[src/rtl/core_shifter_arb_if.sv]
// rtl/core_shifter_arb_if.sv - request/response and shifter-operand bundle for core_shifter_arb
//
// Purpose: carries both requester channels and the shared shifter connection.
//   The slave modport is the arbiter's view; the master modport is the view
//   seen by the requesters and the external combinational shifter.
//
// Signal summary (i = 0,1):
//   req_valid_i / req_ready_i        request handshake
//   req_op_i[1:0]                    00 LSL, 01 LSR, 10 ASR, 11 ROR
//   req_put_carry_i, req_base_i[W], req_shift_i[8], req_c_in_i   request fields
//   rsp_valid_i / rsp_ready_i        response handshake
//   rsp_q_i[W], rsp_c_i              response payload
//   sh_ror, sh_shr, sh_sign_extend, sh_put_carry   shifter control
//   sh_base[W], sh_shift[8], sh_c_in                shifter operands
//   sh_q[W], sh_c                                   shifter result
interface core_shifter_arb_if #(
    parameter int W = 32
);
    logic         req_valid_0;
    logic         req_ready_0;
    logic [1:0]   req_op_0;
    logic         req_put_carry_0;
    logic [W-1:0] req_base_0;
    logic [7:0]   req_shift_0;
    logic         req_c_in_0;
    logic         rsp_valid_0;
    logic         rsp_ready_0;
    logic [W-1:0] rsp_q_0;
    logic         rsp_c_0;

    logic         req_valid_1;
    logic         req_ready_1;
    logic [1:0]   req_op_1;
    logic         req_put_carry_1;
    logic [W-1:0] req_base_1;
    logic [7:0]   req_shift_1;
    logic         req_c_in_1;
    logic         rsp_valid_1;
    logic         rsp_ready_1;
    logic [W-1:0] rsp_q_1;
    logic         rsp_c_1;

    logic         sh_ror;
    logic         sh_shr;
    logic         sh_sign_extend;
    logic         sh_put_carry;
    logic [W-1:0] sh_base;
    logic [7:0]   sh_shift;
    logic         sh_c_in;
    logic [W-1:0] sh_q;
    logic         sh_c;

    modport slave (
        input  req_valid_0, req_op_0, req_put_carry_0, req_base_0, req_shift_0, req_c_in_0,
        output req_ready_0,
        output rsp_valid_0, rsp_q_0, rsp_c_0,
        input  rsp_ready_0,
        input  req_valid_1, req_op_1, req_put_carry_1, req_base_1, req_shift_1, req_c_in_1,
        output req_ready_1,
        output rsp_valid_1, rsp_q_1, rsp_c_1,
        input  rsp_ready_1,
        output sh_ror, sh_shr, sh_sign_extend, sh_put_carry, sh_base, sh_shift, sh_c_in,
        input  sh_q, sh_c
    );

    modport master (
        output req_valid_0, req_op_0, req_put_carry_0, req_base_0, req_shift_0, req_c_in_0,
        input  req_ready_0,
        input  rsp_valid_0, rsp_q_0, rsp_c_0,
        output rsp_ready_0,
        output req_valid_1, req_op_1, req_put_carry_1, req_base_1, req_shift_1, req_c_in_1,
        input  req_ready_1,
        input  rsp_valid_1, rsp_q_1, rsp_c_1,
        output rsp_ready_1,
        input  sh_ror, sh_shr, sh_sign_extend, sh_put_carry, sh_base, sh_shift, sh_c_in,
        output sh_q, sh_c
    );
endinterface

[src/rtl/core_shifter_arb.sv]
// rtl/core_shifter_arb.sv - two-requester arbiter time-sharing one combinational shifter
//
// Purpose: each cycle at most one of two requesters is granted the external
//   shifter. The granted request is decoded onto the sh_* outputs, the
//   shifter result is captured into that requester's one-entry response slot
//   at the next rising edge, and a 1-bit round-robin pointer alternates
//   preference after every grant.
//
// Ports:
//   clk    in  single clock, rising edge
//   rst_n  in  asynchronous active-low reset
//   bus    core_shifter_arb_if.slave: both request/response channels plus
//          the shifter control/operand outputs and result inputs
module core_shifter_arb #(
    parameter int W = 32
) (
    input  logic                     clk,
    input  logic                     rst_n,
    core_shifter_arb_if.slave        bus
);
    localparam logic [1:0] OP_LSL = 2'b00;
    localparam logic [1:0] OP_LSR = 2'b01;
    localparam logic [1:0] OP_ASR = 2'b10;
    localparam logic [1:0] OP_ROR = 2'b11;

    logic         ptr;
    logic         elig_0, elig_1;
    logic         gnt_0, gnt_1;

    logic [1:0]   g_op;
    logic         g_put_carry;
    logic [W-1:0] g_base;
    logic [7:0]   g_shift;
    logic         g_c_in;

    logic         rsp_valid_0_r, rsp_valid_1_r;
    logic [W-1:0] rsp_q_0_r, rsp_q_1_r;
    logic         rsp_c_0_r, rsp_c_1_r;

    // A requester may only be granted if its response slot is empty or is
    // being drained this cycle. Gating with rst_n keeps ready and all sh_*
    // outputs low while reset is held, even if requests are presented.
    assign elig_0 = rst_n && bus.req_valid_0 && (!rsp_valid_0_r || bus.rsp_ready_0);
    assign elig_1 = rst_n && bus.req_valid_1 && (!rsp_valid_1_r || bus.rsp_ready_1);

    // ptr == 0 prefers requester 0; the other one wins only if the preferred
    // requester is not eligible.
    assign gnt_0 = elig_0 && (!ptr || !elig_1);
    assign gnt_1 = elig_1 && ( ptr || !elig_0);

    assign bus.req_ready_0 = gnt_0;
    assign bus.req_ready_1 = gnt_1;

    // Granted-request mux; with no grant everything is zero, which also
    // decodes as LSL so all control outputs fall to 0.
    always_comb begin
        g_op        = OP_LSL;
        g_put_carry = 1'b0;
        g_base      = '0;
        g_shift     = '0;
        g_c_in      = 1'b0;
        if (gnt_0) begin
            g_op        = bus.req_op_0;
            g_put_carry = bus.req_put_carry_0;
            g_base      = bus.req_base_0;
            g_shift     = bus.req_shift_0;
            g_c_in      = bus.req_c_in_0;
        end else if (gnt_1) begin
            g_op        = bus.req_op_1;
            g_put_carry = bus.req_put_carry_1;
            g_base      = bus.req_base_1;
            g_shift     = bus.req_shift_1;
            g_c_in      = bus.req_c_in_1;
        end
    end

    // Op decode. Carry insertion only has meaning for right shifts, so
    // put_carry is suppressed for LSL and ROR.
    always_comb begin
        bus.sh_ror         = 1'b0;
        bus.sh_shr         = 1'b0;
        bus.sh_sign_extend = 1'b0;
        bus.sh_put_carry   = 1'b0;
        case (g_op)
            OP_LSR: begin
                bus.sh_shr       = 1'b1;
                bus.sh_put_carry = g_put_carry;
            end
            OP_ASR: begin
                bus.sh_shr         = 1'b1;
                bus.sh_sign_extend = 1'b1;
                bus.sh_put_carry   = g_put_carry;
            end
            OP_ROR: begin
                bus.sh_ror = 1'b1;
            end
            default: begin
            end
        endcase
    end

    // Shift amounts go through untouched; out-of-range behaviour is the
    // shifter's business.
    assign bus.sh_base  = g_base;
    assign bus.sh_shift = g_shift;
    assign bus.sh_c_in  = g_c_in;

    // Round-robin pointer: flip away from whoever was just served.
    always_ff @(posedge clk or negedge rst_n) begin
        if (!rst_n) begin
            ptr <= 1'b0;
        end else if (gnt_0) begin
            ptr <= 1'b1;
        end else if (gnt_1) begin
            ptr <= 1'b0;
        end
    end

    // Response slot 0. A grant in the draining cycle refills the slot, so
    // valid stays high and the payload is replaced.
    always_ff @(posedge clk or negedge rst_n) begin
        if (!rst_n) begin
            rsp_valid_0_r <= 1'b0;
            rsp_q_0_r     <= '0;
            rsp_c_0_r     <= 1'b0;
        end else if (gnt_0) begin
            rsp_valid_0_r <= 1'b1;
            rsp_q_0_r     <= bus.sh_q;
            rsp_c_0_r     <= bus.sh_c;
        end else if (bus.rsp_ready_0) begin
            rsp_valid_0_r <= 1'b0;
        end
    end

    // Response slot 1, same behaviour as slot 0.
    always_ff @(posedge clk or negedge rst_n) begin
        if (!rst_n) begin
            rsp_valid_1_r <= 1'b0;
            rsp_q_1_r     <= '0;
            rsp_c_1_r     <= 1'b0;
        end else if (gnt_1) begin
            rsp_valid_1_r <= 1'b1;
            rsp_q_1_r     <= bus.sh_q;
            rsp_c_1_r     <= bus.sh_c;
        end else if (bus.rsp_ready_1) begin
            rsp_valid_1_r <= 1'b0;
        end
    end

    assign bus.rsp_valid_0 = rsp_valid_0_r;
    assign bus.rsp_q_0     = rsp_q_0_r;
    assign bus.rsp_c_0     = rsp_c_0_r;
    assign bus.rsp_valid_1 = rsp_valid_1_r;
    assign bus.rsp_q_1     = rsp_q_1_r;
    assign bus.rsp_c_1     = rsp_c_1_r;
endmodule

[src/flat_wrapper.sv]
// flat-port wrapper written by rule: the top's interface ports become plain ports
module core_shifter_arb_flat 
#(
    parameter int W = 32
)
  (clk, rst_n, bus_req_valid_0, bus_req_op_0, bus_req_put_carry_0, bus_req_base_0, bus_req_shift_0, bus_req_c_in_0, bus_req_ready_0, bus_rsp_valid_0, bus_rsp_q_0, bus_rsp_c_0, bus_rsp_ready_0, bus_req_valid_1, bus_req_op_1, bus_req_put_carry_1, bus_req_base_1, bus_req_shift_1, bus_req_c_in_1, bus_req_ready_1, bus_rsp_valid_1, bus_rsp_q_1, bus_rsp_c_1, bus_rsp_ready_1, bus_sh_ror, bus_sh_shr, bus_sh_sign_extend, bus_sh_put_carry, bus_sh_base, bus_sh_shift, bus_sh_c_in, bus_sh_q, bus_sh_c);
  core_shifter_arb_if #(.W(W)) bus_i ();
  input  logic clk;
  input  logic rst_n;
  input wire logic [$bits(bus_i.req_valid_0)-1:0] bus_req_valid_0;
  input wire logic [$bits(bus_i.req_op_0)-1:0] bus_req_op_0;
  input wire logic [$bits(bus_i.req_put_carry_0)-1:0] bus_req_put_carry_0;
  input wire logic [$bits(bus_i.req_base_0)-1:0] bus_req_base_0;
  input wire logic [$bits(bus_i.req_shift_0)-1:0] bus_req_shift_0;
  input wire logic [$bits(bus_i.req_c_in_0)-1:0] bus_req_c_in_0;
  output wire logic [$bits(bus_i.req_ready_0)-1:0] bus_req_ready_0;
  output wire logic [$bits(bus_i.rsp_valid_0)-1:0] bus_rsp_valid_0;
  output wire logic [$bits(bus_i.rsp_q_0)-1:0] bus_rsp_q_0;
  output wire logic [$bits(bus_i.rsp_c_0)-1:0] bus_rsp_c_0;
  input wire logic [$bits(bus_i.rsp_ready_0)-1:0] bus_rsp_ready_0;
  input wire logic [$bits(bus_i.req_valid_1)-1:0] bus_req_valid_1;
  input wire logic [$bits(bus_i.req_op_1)-1:0] bus_req_op_1;
  input wire logic [$bits(bus_i.req_put_carry_1)-1:0] bus_req_put_carry_1;
  input wire logic [$bits(bus_i.req_base_1)-1:0] bus_req_base_1;
  input wire logic [$bits(bus_i.req_shift_1)-1:0] bus_req_shift_1;
  input wire logic [$bits(bus_i.req_c_in_1)-1:0] bus_req_c_in_1;
  output wire logic [$bits(bus_i.req_ready_1)-1:0] bus_req_ready_1;
  output wire logic [$bits(bus_i.rsp_valid_1)-1:0] bus_rsp_valid_1;
  output wire logic [$bits(bus_i.rsp_q_1)-1:0] bus_rsp_q_1;
  output wire logic [$bits(bus_i.rsp_c_1)-1:0] bus_rsp_c_1;
  input wire logic [$bits(bus_i.rsp_ready_1)-1:0] bus_rsp_ready_1;
  output wire logic [$bits(bus_i.sh_ror)-1:0] bus_sh_ror;
  output wire logic [$bits(bus_i.sh_shr)-1:0] bus_sh_shr;
  output wire logic [$bits(bus_i.sh_sign_extend)-1:0] bus_sh_sign_extend;
  output wire logic [$bits(bus_i.sh_put_carry)-1:0] bus_sh_put_carry;
  output wire logic [$bits(bus_i.sh_base)-1:0] bus_sh_base;
  output wire logic [$bits(bus_i.sh_shift)-1:0] bus_sh_shift;
  output wire logic [$bits(bus_i.sh_c_in)-1:0] bus_sh_c_in;
  input wire logic [$bits(bus_i.sh_q)-1:0] bus_sh_q;
  input wire logic [$bits(bus_i.sh_c)-1:0] bus_sh_c;
  assign bus_i.req_valid_0 = bus_req_valid_0;
  assign bus_i.req_op_0 = bus_req_op_0;
  assign bus_i.req_put_carry_0 = bus_req_put_carry_0;
  assign bus_i.req_base_0 = bus_req_base_0;
  assign bus_i.req_shift_0 = bus_req_shift_0;
  assign bus_i.req_c_in_0 = bus_req_c_in_0;
  assign bus_req_ready_0 = bus_i.req_ready_0;
  assign bus_rsp_valid_0 = bus_i.rsp_valid_0;
  assign bus_rsp_q_0 = bus_i.rsp_q_0;
  assign bus_rsp_c_0 = bus_i.rsp_c_0;
  assign bus_i.rsp_ready_0 = bus_rsp_ready_0;
  assign bus_i.req_valid_1 = bus_req_valid_1;
  assign bus_i.req_op_1 = bus_req_op_1;
  assign bus_i.req_put_carry_1 = bus_req_put_carry_1;
  assign bus_i.req_base_1 = bus_req_base_1;
  assign bus_i.req_shift_1 = bus_req_shift_1;
  assign bus_i.req_c_in_1 = bus_req_c_in_1;
  assign bus_req_ready_1 = bus_i.req_ready_1;
  assign bus_rsp_valid_1 = bus_i.rsp_valid_1;
  assign bus_rsp_q_1 = bus_i.rsp_q_1;
  assign bus_rsp_c_1 = bus_i.rsp_c_1;
  assign bus_i.rsp_ready_1 = bus_rsp_ready_1;
  assign bus_sh_ror = bus_i.sh_ror;
  assign bus_sh_shr = bus_i.sh_shr;
  assign bus_sh_sign_extend = bus_i.sh_sign_extend;
  assign bus_sh_put_carry = bus_i.sh_put_carry;
  assign bus_sh_base = bus_i.sh_base;
  assign bus_sh_shift = bus_i.sh_shift;
  assign bus_sh_c_in = bus_i.sh_c_in;
  assign bus_i.sh_q = bus_sh_q;
  assign bus_i.sh_c = bus_sh_c;
  core_shifter_arb #(.W(W)) u_core (.clk(clk), .rst_n(rst_n), .bus(bus_i));
endmodule
[config.mk]
export PLATFORM = sky130hd
export DESIGN_NAME = core_shifter_arb_flat
export DESIGN_NICKNAME = d
export VERILOG_FILES = /design/src/rtl/core_shifter_arb_if.sv /design/src/rtl/core_shifter_arb.sv /design/src/flat_wrapper.sv
export SDC_FILE = /design/constraint.sdc
export NUM_CORES = 1
export LEC_CHECK = 0
export ABC_CLOCK_PERIOD_IN_PS = 5600
export BUFFER_PORTS_ARGS = -buffer_cell sky130_fd_sc_hd__buf_2
export CORE_AREA = 2 2 93 95
export CTS_BUF_LIST = sky130_fd_sc_hd__clkbuf_8
export DETAILED_ROUTE_END_ITERATION = 6
export DIE_AREA = 0 0 95 97
export PLACE_DENSITY_LB_ADDON = 0.2
export SETUP_SLACK_MARGIN = 0.15
export SYNTH_ARGS = -nofsm -noshare
export SYNTH_HDL_FRONTEND = slang
export SYNTH_SLANG_ARGS = --single-unit
[constraint.sdc]
create_clock -name clk -period 5.6 [get_ports clk]
set_clock_uncertainty 0.15 [all_clocks]
set_input_delay 0.28 -clock clk [delete_from_list [all_inputs] [get_ports clk]]
set_output_delay 0.28 -clock clk [all_outputs]
set_load 0.1 [all_outputs]
Word-level counts from Yosys, hierarchy flattened:

Cells that the tools add are included.

* register bits: 69
* latch bits: 0
* RAM bits: 0
* memory bits (read-only): 0
* input port bits: 127
* output and inout port bits: 115
* word-level logic and storage cells: 49
* memories: 0

* add/subtract/negate cells: 0
* $mul: 0
* div/mod/pow operators: 0
* order comparisons: 0
* eq/ne operators: 3
* shift-type cells: 0
* multiplexer cells: 20
* bitwise gates (word level): 0
* reductions and logical operators: 19

Operator list (count)
* $mux 32: 2
* $mux 8: 2
* $mux 1: 14
* $logic_and 1x1->1: 6
* $reduce_bool 2->1: 3
* $logic_not 1->1: 5
* $eq 2x2->1 const B: 2
* $logic_or 1x1->1: 4
* $mux 2: 2
* $eq 2x1->1 const B: 1
* $reduce_or 2->1: 1

Logic depth before layout (Yosys ltp):

Gate-level depths: netlist of run 1.

* word-level depth: 11
* depth in mapped cells: 8
* gate-level depth less buffers: 6

Least setup slack after synthesis of run 1:

Ideal clock, no wire load.

* path type: flip-flop to output port
* start: reg u_core.rsp_valid_0_r, in the netlist u_core.bus.rsp_valid_0
* end: out bus_sh_put_carry
* arrival time: 4.516 ns
* data required time: 5.170 ns
* path slack: 0.654 ns
* stages on the path, launching flop included: 9
* buffers on the path: 2
* path through: dfrtp_1 nor2b_1 a211o_1 clkbuf_2 buf_2 o22ai_1 ha_1 nand3_1 o22ai_1

* longest elaborated chain between the ends: 11
* elaborated cells on any way between the ends: 15
* classes of those cells: eq/ne: 2; mux: 5; reduce/logical: 8

RTL lines
* start: declaration: line core_shifter_arb.sv:36 `logic rsp_valid_0_r, rsp_valid_1_r;`
* start signal: assignment: line core_shifter_arb.sv:123 `rsp_valid_0_r <= 1'b0;`
* start signal: assignment: line core_shifter_arb.sv:127 `rsp_valid_0_r <= 1'b1;`
* start signal: assignment: line core_shifter_arb.sv:131 `rsp_valid_0_r <= 1'b0;`
* $logic_not 1->1 (*): line core_shifter_arb.sv:43 `assign elig_0 = rst_n && bus.req_valid_0 && (!rsp_valid_0_r || bus.rsp_ready_0);`
* $logic_or 1x1->1 (*): line core_shifter_arb.sv:43
* $logic_and 1x1->1 (*): line core_shifter_arb.sv:43
* $logic_not 1->1: line core_shifter_arb.sv:49 `assign gnt_1 = elig_1 && ( ptr || !elig_0);`
* $logic_or 1x1->1: line core_shifter_arb.sv:49
* $logic_and 1x1->1: line core_shifter_arb.sv:49
* $mux 2: line core_shifter_arb.sv:68 `end else if (gnt_1) begin`
* $mux 2: line core_shifter_arb.sv:62 `if (gnt_0) begin`
* $eq 2x1->1 / $eq 2x2->1 (equally long branches): line core_shifter_arb.sv:84 `case (g_op)`
* $reduce_or 2->1 (no line)
* $mux 1 (*): line core_shifter_arb.sv:84
* end: declaration: line flat_wrapper.sv:35 `output wire logic [$bits(bus_i.sh_put_carry)-1:0] bus_sh_put_carry;`

Every way passes the cells marked *; elsewhere a longest branch is shown, timed or not.

Worst setup path in the final report of run 1:

* start: in rst_n
* end: out bus_req_ready_0

* longest elaborated chain between the ends: 5
* elaborated cells on any way between the ends: 7
* classes of those cells: reduce/logical: 7

RTL lines
* start: declaration: line flat_wrapper.sv:9 `input logic rst_n;`
* $logic_and 1x1->1 (2 in series): line core_shifter_arb.sv:44 `assign elig_1 = rst_n && bus.req_valid_1 && (!rsp_valid_1_r || bus.rsp_ready_1);`
* $logic_not 1->1: line core_shifter_arb.sv:48 `assign gnt_0 = elig_0 && (!ptr || !elig_1);`
* $logic_or 1x1->1: line core_shifter_arb.sv:48
* $logic_and 1x1->1 (*): line core_shifter_arb.sv:48
* end: declaration: line flat_wrapper.sv:16 `output wire logic [$bits(bus_i.req_ready_0)-1:0] bus_req_ready_0;`

Marked as above.

==> flow_metrics.tcl, run 1 <==
set metrics [dict create \
    initial_core_util_pct 42.3 \
    die_height_um 97 \
    grt_pass1_vias 3082 \
    dp_hpwl_mm 7.72 \
    r2r_cells 4 \
    p_leak_nw 2.53 \
    syn-num-nets 441 \
    gp_congestion 0.925 \
    dr.pass1.iters 4 \
    rows 33 \
    fp.dieW_um 95 \
    hold_class "primary input to flop" \
    yosys.area.top_type "dfrtp_1" \
    ant_nets 0 \
    cts_root_buf "clkbuf_8" \
    viasPerCell 4.98 \
    path_class "primary input to primary output" \
    pin_count 242 \
    syn_area_sq_um 3440 \
    synthAdderAreaFrac_pct 0.727 \
    switchingPower_w 0.00174 \
    cts-htree-levels 3 \
    synth_edf_count 0 \
    final_nets 675 \
    synth_compound_area_share_pct 10.5 \
    synth.area.mux_share_pct 22.7 \
    fmax_mhz 287 \
    synthTopCellsByCount "nand2_1 (88), dfrtp_1 (69), mux2_2 (47), o22ai_1 (44), mux2_4 (10)" \
    crit_required_ns 5.17 \
    antenna_found_initial 0 \
    yosys.area_share.simple_pct 11.4 \
    drc 0 \
    placed_cell_area_sq_um 4680 \
    ctsResizeCount 0 \
    slowest_stage "buf_4" \
    period_needed_ns 3.49 \
    final_layout_size_suffix_gt1_share_pct 58.6 \
    dr_total_vias 3268 \
    n_fill_cell 729 \
    ir_drop_uv 363 \
    pwr-share-comb_pct 62.8 \
    cpMostUsedCell "buf_4" \
    crit_arrival_ns 3.06 \
    fin_tns_setup_ns 0 \
    antenna_cells 0 \
    end_kind "primary output" \
    die_area_sq_um 9220 \
    synth_top_family_by_area "multiplexers" \
    setup.worst_path.end "bus_req_ready_0" \
    synth.distinct_cells 24 \
    grtUsageTotal_pct 21.3 \
    status "complete, no violations" \
    numPortBuffers 241 \
    finalCritPeriodShare_pct 62.3 \
    grt_max_degree 82 \
    r2r_end "u_core.bus.rsp_q_1[20]$_DFFE_PN0P_" \
    power_density_nw_per_um2 581 \
    cts_tree "done" \
    clockBufferDepth 2 \
    synth_top_area_share_pct 50.2 \
    yosysMostFrequentCell "nand2_1" \
    cp_cell_sequence "dlygate4sd3_1 -> buf_4 -> buf_4 -> nand2_1 -> a211oi_4 -> buf_4 -> buf_2" \
    seq_area_frac_synth_pct 50.2 \
    cts_setup_buffers 0 \
    clk_pin_slew_ns 0.07 \
    critPathMaxFanout 81 \
    r2r_start "u_core.bus.rsp_valid_0$_DFFE_PN0P_" \
    yosysWarnings 0 \
    internal-power_w 0.00109 \
    ctsHoldBuffers 1 \
    clk_latency_ns 0.33 \
    sw_frac_of_total_pct 61.4 \
    rsz0062_at_grt "no" \
    grt_pass1_wl_mm 15.3 \
    wl_per_cell_um 15.5 \
    grt_overflow_total 0 \
    yosys.area_share.xor_xnor_pct 0 \
    startpoint "rst_n" \
    synth-seq-cells 69 \
    drtIter0Drc 102 \
    synthTopCellsByArea "dfrtp_1 (50%), mux2_2 (15%), nand2_1 (9.6%), o22ai_1 (8.0%), mux2_4 (4.4%)" \
    clock_sinks 69 \
    rrSetupSlack_ns 3.15 \
    hold_violations 0 \
    slew_headroom_pct 45.2 \
    p_seq_share_pct 25.0 \
    setup_viol 0 \
    power.share.clock_pct 12.2 \
    area_growth_pct 41.3 \
    syn_inst 312 \
    drv_slew 0 \
    cts_buffers 9 \
    final_area_sq_um 4860 \
    worst_pin_slew_ns 0.819 \
    max_stage_delay_ns 0.63 \
    core_sq_um 8130 \
    routed_wl_mm 10.2 \
    startpoint_type "primary input" \
    synth_area_per_cell_sq_um 11.0 \
    async_flop_share_pct 100 \
    synth_ff_type "dfrtp_1" \
    maxCapViolations 0 \
]
-- worst max-delay path: cells and delay by family --
| family | cells | cell delay (ns) |
|---|---|---|
| AO/OA/AOI/OAI | 1 | 0.21 |
| buffers and inverters | 5 | 2.30 |
| AND/OR/NAND/NOR | 1 | 0.24 |
-- cell families (layout without fill, tap and decap cells) --
| kind of cell | Yosys count | after routing |
|---|---|---|
| flops | 69 | 69 |
| fa+ha+maj | 2 | 2 |
| mux | 66 | 66 |
| buf+inv | 26 | 265 |
| simple gates | 98 | 98 |
| compound gates | 51 | 51 |
-- registers in the layout, indices dropped and copies added (netlist names) --
signal / count
u_core.ptr: 1
u_core.bus.rsp_valid_1: 1
u_core.bus.rsp_q_0: 32
u_core.bus.rsp_valid_0: 1
u_core.bus.rsp_q_1: 32
u_core.bus.rsp_c_1: 1
u_core.bus.rsp_c_0: 1
-- power by group through the flow --
stage | clock network [W] | registers [W] | logic [W]
5_1_grt | 0.000380 | 0.000727 | 0.00182
3_3_place_gp | 0 | 0.000707 | 0.00177
3_5_place_dp | 0 | 0.000715 | 0.00178
2_1_floorplan | 0 | 0.00173 | 0.000481
6_report | 0.000345 | 0.000707 | 0.00177
4_1_cts | 0.000359 | 0.000708 | 0.00178
-- cell type report --
cell class	count	area, sq um	share of cell area (%)
Clock buffer	9	124	2.55
Multi-Input combinational cell	217	1570	32.3
Tap cell	105	131	2.70
Clock inverter	7	43.8	0.901
Sequential cell	69	1730	35.5
Timing Repair Buffer	248	1260	26.0
Inverter	1	3.75	0.0772
-- cells in the final DEF (no fill, tap or decap), drive strengths merged, types with 2 or more instances in the layout --
cell type,n
nor2b,3
clkbuf,9
inv,4
clkinvlp,3
or2,2
dfrtp,69
o22ai,44
nand3,2
buf,247
mux2,66
ha,2
a211oi,2
nand2,88
-- stage by stage --
step	hold WS (ns)	utilization (%)	cells	setup slack [ns]	total power [W]
after global placement	-0.0475	57.6	639	2.61	0.00248
after detailed placement	-0.0429	57.6	639	2.48	0.00250
final	0.0209	59.8	656	2.11	0.00283
after floorplan	-0.166	-	312	0.654	0.00221
after CTS	0.00399	59.8	656	2.05	0.00285
after global routing	0.00838	59.8	656	1.89	0.00293
-- layer usage --
layer  vias up  share of wire (%)  routed length, um  GRT usage [%]
li1       1561                  -                  -              -
met3         9                8.7                885           7.32
met4         0               0.85                 86           5.24
met5         -                  0                  0              0
met1      1565                 38               3840           24.5
met2       133                 53               5360           37.5
-- worst min-delay path by stage --
stage	from	end	slack [ns]	cells past startpoint
2_1_floorplan	rst_n	u_core.bus.rsp_c_0$_DFFE_PN0P_	-0.17	0
3_3_place_gp	rst_n	u_core.bus.rsp_q_0[13]$_DFFE_PN0P_	-0.05	1
6_report	bus_sh_q[19]	u_core.bus.rsp_q_0[19]$_DFFE_PN0P_	0.02	2
4_1_cts	bus_sh_q[19]	u_core.bus.rsp_q_0[19]$_DFFE_PN0P_	0.004	2
3_5_place_dp	rst_n	u_core.bus.rsp_q_0[13]$_DFFE_PN0P_	-0.04	1
5_1_grt	bus_sh_q[10]	u_core.bus.rsp_q_1[10]$_DFFE_PN0P_	0.008	2
(Power assumes the default switching activity.)
==> run 2: changes to the inputs <==
ABC_AREA = 1   (was default)
ABC_CLOCK_PERIOD_IN_PS = 3400   (was 5600)
CORE_AREA = 2 2 95 97   (was 2 2 93 95)
DIE_AREA = 0 0 97 99   (was 0 0 95 97)
clock period = 3.4 ns   (was 5.6 ns; I/O delays follow)
==> flow_metrics.tcl, run 2 <==
set metrics [dict create \
    min_to "u_core.bus.rsp_valid_1$_DFFE_PN0P_" \
    synthTopCellsByCount "nand2_1 (201), dfrtp_1 (69), o21ai_0 (57), inv_1 (40), o21ai_2 (9)" \
    worst_pin_slew_ns 0.839 \
    power.share.clock_pct 19.3 \
    r2r_end "u_core.bus.rsp_q_0[5]$_DFFE_PN0P_" \
    synth-seq-cells 69 \
    dp_hpwl_mm 7.81 \
    fin_tns_setup_ns 0 \
    grt-busiest-layer "met2" \
    r2r_cells 5 \
    period_needed_ns 2.53 \
    met2_usage_pct 39.5 \
    grt_use_met1_pct 27.3 \
    synth_top_family_by_area "simple AND/OR/NAND/NOR gates" \
    rrSetupSlack_ns 1.61 \
    yosys.area_share.simple_pct 24.6 \
    routed_wl_mm 10.9 \
    regArea_sq_um 1730 \
    end_kind "primary output" \
    wl_per_cell_um 13.7 \
    grt_pass1_wl_mm 17.3 \
    gp_congestion 0.778 \
    power_density_nw_per_um2 709 \
    syn_inst 412 \
    p_seq_share_pct 25.9 \
    async_flop_share_pct 100 \
    final_layout_size_suffix_gt1_share_pct 41.0 \
    holdPathStages 4 \
    viasPerCell 4.47 \
    cts_root_buf "clkbuf_8" \
    finalCritPeriodShare_pct 74.3 \
    syn-num-nets 541 \
    crit_arrival_ns 2.21 \
    yosys.area.top_type "dfrtp_1" \
    drtIter0Drc 164 \
    yosys.area_share.xor_xnor_pct 0 \
    core_sq_um 8550 \
    layout_common_cells "nand2_1 (201), buf_2 (194), dfrtp_1 (67)" \
    pwr-share-comb_pct 54.9 \
    cts_tree "done" \
    hold_class "primary input to flop" \
    multiInputGateArea_sq_um 1240 \
    pin_count 242 \
    startpoint_type "primary input" \
    worst_slack_ns 0.873 \
    clk_latency_ns 0.34 \
    status "complete, no violations" \
    fp.dieW_um 97 \
    fmax_mhz 396 \
    maxCapViolations 0 \
    grtUsageTotal_pct 22.2 \
    synth.distinct_cells 20 \
    syn_area_sq_um 3290 \
    synth_ff_type "dfrtp_1" \
    drv_slew 0 \
    synth_area_per_cell_sq_um 7.98 \
    internal-power_w 0.00191 \
    antenna_cells 0 \
    ctsResizeCount 0 \
    ant_nets 0 \
    hold_violations 0 \
    seq_area_frac_synth_pct 52.5 \
    cts_buffers 9 \
    clockBufferDepth 2 \
    switchingPower_w 0.00221 \
    ir_drop_uv 593 \
    grt_overflow_total 0 \
    utilization_pct 67.9 \
    synth_compound_area_share_pct 12.1 \
    final_nets 811 \
    die_area_sq_um 9600 \
    area_growth_pct 76.6 \
    rows 34 \
    layout_commonest_cell "nand2_1" \
    path_class "primary input to primary output" \
    r2r_start "u_core.bus.rsp_valid_1$_DFFE_PN0P_" \
    cts-htree-levels 3 \
    initial_core_util_pct 38.4 \
    synthAdderAreaFrac_pct 0.761 \
    crit_required_ns 3.08 \
    critPathMaxFanout 15 \
    grt_max_degree 70 \
    setup_viol 0 \
    n_fill_cell 714 \
    antenna_found_initial 0 \
    grt_pass1_vias 3491 \
    drc 0 \
    dr.pass1.iters 5 \
    synthTopCellsByArea "dfrtp_1 (53%), nand2_1 (23%), o21ai_0 (8.7%), inv_1 (4.6%), o21ai_2 (2.4%)" \
    hp-start "bus_rsp_ready_1" \
    sw_frac_of_total_pct 53.7 \
    p_leak_nw 3.25 \
    yosysWarnings 0 \
    clock_sinks 69 \
    rsz0062_at_grt "no" \
    synth_top_area_share_pct 52.5 \
    grt_use_met3_pct 5.96 \
    place_ws_ns 1.34 \
    slew_headroom_pct 44.1 \
    clk_pin_slew_ns 0.07 \
    numPortBuffers 241 \
    dr_total_vias 3551 \
    die_height_um 99 \
    yosysMostFrequentCell "nand2_1" \
    synth_edf_count 0 \
    synth.area.mux_share_pct 0 \
]
## run 2: critical path: stages
cell           delay [ns]
dlygate4sd3_1        0.54
buf_2                0.13
nand2_1              0.10
inv_1                0.09
nand3_2              0.09
nand2_4              0.07
inv_2                0.10
nand2_1              0.08
nand2_1              0.07
ha_2                 0.36
inv_1                0.07
a21oi_4              0.14
buf_12               0.19
## run 2: kinds of logic after synthesis
group,count (synthesis)
fa+ha+maj,2
compound gates,70
flops,69
simple gates,207
buf+inv,64
## run 2: how the worst max path moves through the flow
stage / from / to / depth (start not counted)
2_1_floorplan: u_core.bus.rsp_valid_1$_DFFE_PN0P_ / bus_sh_put_carry / 10
3_3_place_gp: u_core.bus.rsp_valid_1$_DFFE_PN0P_ / bus_sh_put_carry / 10
3_5_place_dp: u_core.bus.rsp_valid_1$_DFFE_PN0P_ / bus_sh_put_carry / 10
4_1_cts: rst_n / bus_sh_put_carry / 13
5_1_grt: rst_n / bus_sh_put_carry / 13
6_report: rst_n / bus_sh_put_carry / 13
## run 2: what timing repair did
action / CTS / global route
buffers inserted: 0 / 0
hold buffers: 35 / 0
hold endpoints to repair: 136 / 0
## run 2: power by group through the flow
stage | Clock [W] | Sequential, W | Combinational [W]
floorplan | 0 | 0.00221 | 0.000573
global placement | 0 | 0.00107 | 0.00222
detailed placement | 0 | 0.00107 | 0.00223
CTS | 0.000811 | 0.00106 | 0.00227
global route | 0.000854 | 0.00108 | 0.00234
finish | 0.000794 | 0.00106 | 0.00226
## run 2: final cells by class
cell class	instances	share of cell area, %
Clock buffer	9	2.13
Clock inverter	7	1.98
Inverter	42	2.72
Multi-Input combinational cell	279	21.4
Sequential cell	69	29.8
Tap cell	108	2.33
Timing Repair Buffer	281	39.6
## run 2: routing by layer
layer | share of wire [%] | vias to the layer above
li1 | - | 1798
met1 | 39 | 1608
met3 | 6.5 | 9
met2 | 54 | 136
met5 | 0 | -
met4 | 0.78 | 0
## run 2: through the flow
stage	std cells	hold WS, ns	total power [W]	area [sq um]
CTS	795	0.0346	0.00414	5810
global route	795	0.0565	0.00427	5810
finish	795	0.0479	0.00412	5810
global placement	744	0.288	0.00329	5220
detailed placement	744	0.291	0.00331	5220
floorplan	412	-0.276	0.00278	3300
==> run 3: changes to the inputs <==
ABC_AREA = 0   (was 1)
ABC_CLOCK_PERIOD_IN_PS = 2400   (was 3400)
CORE_AREA = 2 2 93 95   (was 2 2 95 97)
DIE_AREA = 0 0 95 97   (was 0 0 97 99)
clock period = 2.4 ns   (was 3.4 ns; I/O delays follow)
==> flow_metrics.tcl, run 3 (synthesis results as in run 1) <==
set metrics [dict create \
    switchingPower_w 0.00444 \
    rrSetupSlack_ns 0.40 \
    grt_overflow_total 0 \
    setup_viol 2 \
    wl_per_cell_um 20.5 \
    critPathMaxFanout 5 \
    power_density_nw_per_um2 1090 \
    routed_wl_mm 14.6 \
    path_class "flop to primary output" \
    hold_class "primary input to flop" \
    clock_sinks 69 \
    antenna_cells 0 \
    cts_tree "done" \
    cts-htree-levels 3 \
    gp_congestion 0.787 \
    grt_pass1_wl_mm 21.3 \
    antenna_found_initial 0 \
    pin_count 242 \
    grtUsageTotal_pct 30.2 \
    final_layout_size_suffix_gt1_share_pct 66.0 \
    crit_arrival_ns 2.23 \
    fmax_mhz 401 \
    crit_required_ns 2.13 \
    clk_latency_ns 0.33 \
    ir_drop_uv 977 \
    n_fill_cell 398 \
    drtIter0Drc 138 \
    die_height_um 97 \
    cts_root_buf "clkbuf_8" \
    max_stage_delay_ns 0.48 \
    violations "setup timing" \
    internal-power_w 0.00309 \
    hold_violations 0 \
    dr.pass1.iters 4 \
    grt_max_degree 65 \
    core_sq_um 8130 \
    holdPathStages 4 \
    min_to "u_core.ptr$_DFFE_PN0P_" \
    r2r_start "u_core.bus.rsp_valid_0$_DFFE_PN0P_" \
    finalCritPeriodShare_pct 104 \
    cp_cell_sequence "nor2b_4 -> o311ai_4 -> buf_12 -> o22ai_4 -> ha_4 -> nand3_4 -> o22ai_4 -> buf_12" \
    maxCapViolations 0 \
    clockBufferDepth 2 \
    r2r_cells 5 \
    dr_total_vias 3747 \
    slew_headroom_pct 59.7 \
    layout_common_cells "buf_2 (193), nand2_1 (88), dfrtp_1 (67)" \
    layout_commonest_cell "buf_2" \
    power_w 0.00753 \
    p_leak_nw 3.07 \
    drc 0 \
    initial_core_util_pct 42.3 \
    pwr-share-comb_pct 65.6 \
    placed_cells 645 \
    final_nets 729 \
    period_needed_ns 2.50 \
    viasPerCell 5.28 \
    clk_pin_slew_ns 0.08 \
    sw_frac_of_total_pct 58.9 \
    worst_pin_slew_ns 0.604 \
    startpoint_type "flop" \
    power.share.clock_pct 12.2 \
    die_area_sq_um 9220 \
    r2r_end "u_core.bus.rsp_q_1[1]$_DFFE_PN0P_" \
    grt_pass1_vias 4070 \
    rows 33 \
    fp.dieW_um 95 \
    area_growth_pct 101 \
    utilization_pct 85.0 \
    hp-start "bus_req_valid_1" \
    worst_slack_ns -0.0962 \
    cts_buffers 9 \
    drv_slew 0 \
    p_seq_share_pct 22.2 \
    place_ws_ns 0.0843 \
    ant_nets 0 \
    slowest_stage "dfrtp_4" \
    rsz0062_at_grt "yes" \
    numPortBuffers 241 \
    status "finished with violations" \
    dp_hpwl_mm 9.09 \
    end_kind "primary output" \
    fin_cells 710 \
]
==> run 3: changes by cell type in the layout (fill, tap and decap cells not counted), sizes merged, moves of 19 or more <==
cell	change
inv	-38
buf	+19
o21ai	-66
mux2	+66
nand2	-115
o22ai	+44
==> run 3: worst max-delay path by stage <==
| stage | cells past startpoint | to | from |
|---|---|---|---|
| after detailed placement | 5 | bus_sh_base[1] | u_core.bus.rsp_valid_0$_DFFE_PN0P_ |
| after CTS | 8 | bus_sh_put_carry | u_core.bus.rsp_valid_0$_DFFE_PN0P_ |
| after floorplan | 7 | bus_sh_put_carry | u_core.bus.rsp_valid_0$_DFFE_PN0P_ |
| after global routing | 8 | bus_sh_put_carry | u_core.bus.rsp_valid_0$_DFFE_PN0P_ |
| final | 8 | bus_sh_put_carry | u_core.bus.rsp_valid_0$_DFFE_PN0P_ |
| after global placement | 5 | bus_sh_base[1] | u_core.bus.rsp_valid_0$_DFFE_PN0P_ |
==> run 3: critical path: cells and delay by family, from the launching register on <==
family,cells,cell delay (ns)
and+or+nand+nor,2,0.24
AOI/OAI and AO/OA,3,0.51
DFF,1,0.48
buffers and inverters,2,0.36
adders and majority gates,1,0.30
==> run 3: metal layers <==
| metal | track usage, % | up-vias | share of wire, % |
|---|---|---|---|
| met5 | 0 | - | 0 |
| met4 | 12.5 | 0 | 4.7 |
| met3 | 8.88 | 53 | 7.4 |
| met2 | 56.0 | 192 | 55 |
| met1 | 30.7 | 1821 | 33 |
| li1 | - | 1681 | - |
==> run 3: layout make-up <==
class	count	area, sq um	share of cell area, %
clock buffers	10	138	1.99
repair buffers	302	2630	38.1
clock inverters	6	52.6	0.760
flip-flops and latches	69	1730	25.1
inverters	1	3.75	0.0543
multi-input cells	217	2220	32.1
well taps	105	131	1.90
==> run 3: per-stage QoR <==
step | instance area (sq um) | setup TNS (ns) | hold WS (ns)
after floorplan | 4040 | -3.04 | -0.326
after global placement | 5860 | 0 | 0.157
after detailed placement | 5860 | 0 | 0.169
after CTS | 6740 | -0.573 | 0.0707
after global routing | 6910 | -0.397 | 0.118
final | 6910 | -0.145 | 0.0825
==> run 3: power by group through the flow <==
stage | sequential [W] | clock (W) | combinational, W
global route | 0.00171 | 0.000994 | 0.00505
finish | 0.00167 | 0.000919 | 0.00494
detailed placement | 0.00168 | 0 | 0.00463
global placement | 0.00166 | 0 | 0.00459
CTS | 0.00166 | 0.000929 | 0.00483
floorplan | 0.00404 | 0 | 0.00136
==> run 3: what timing repair did <==
action	CTS	global route
gates cloned	1	2
hold buffers	35	0
setup buffers	6	5
pin swaps	19	16
endpoints found under the setup margin	45	44
gates resized for setup	60	12
endpoints found under the hold margin	87	0
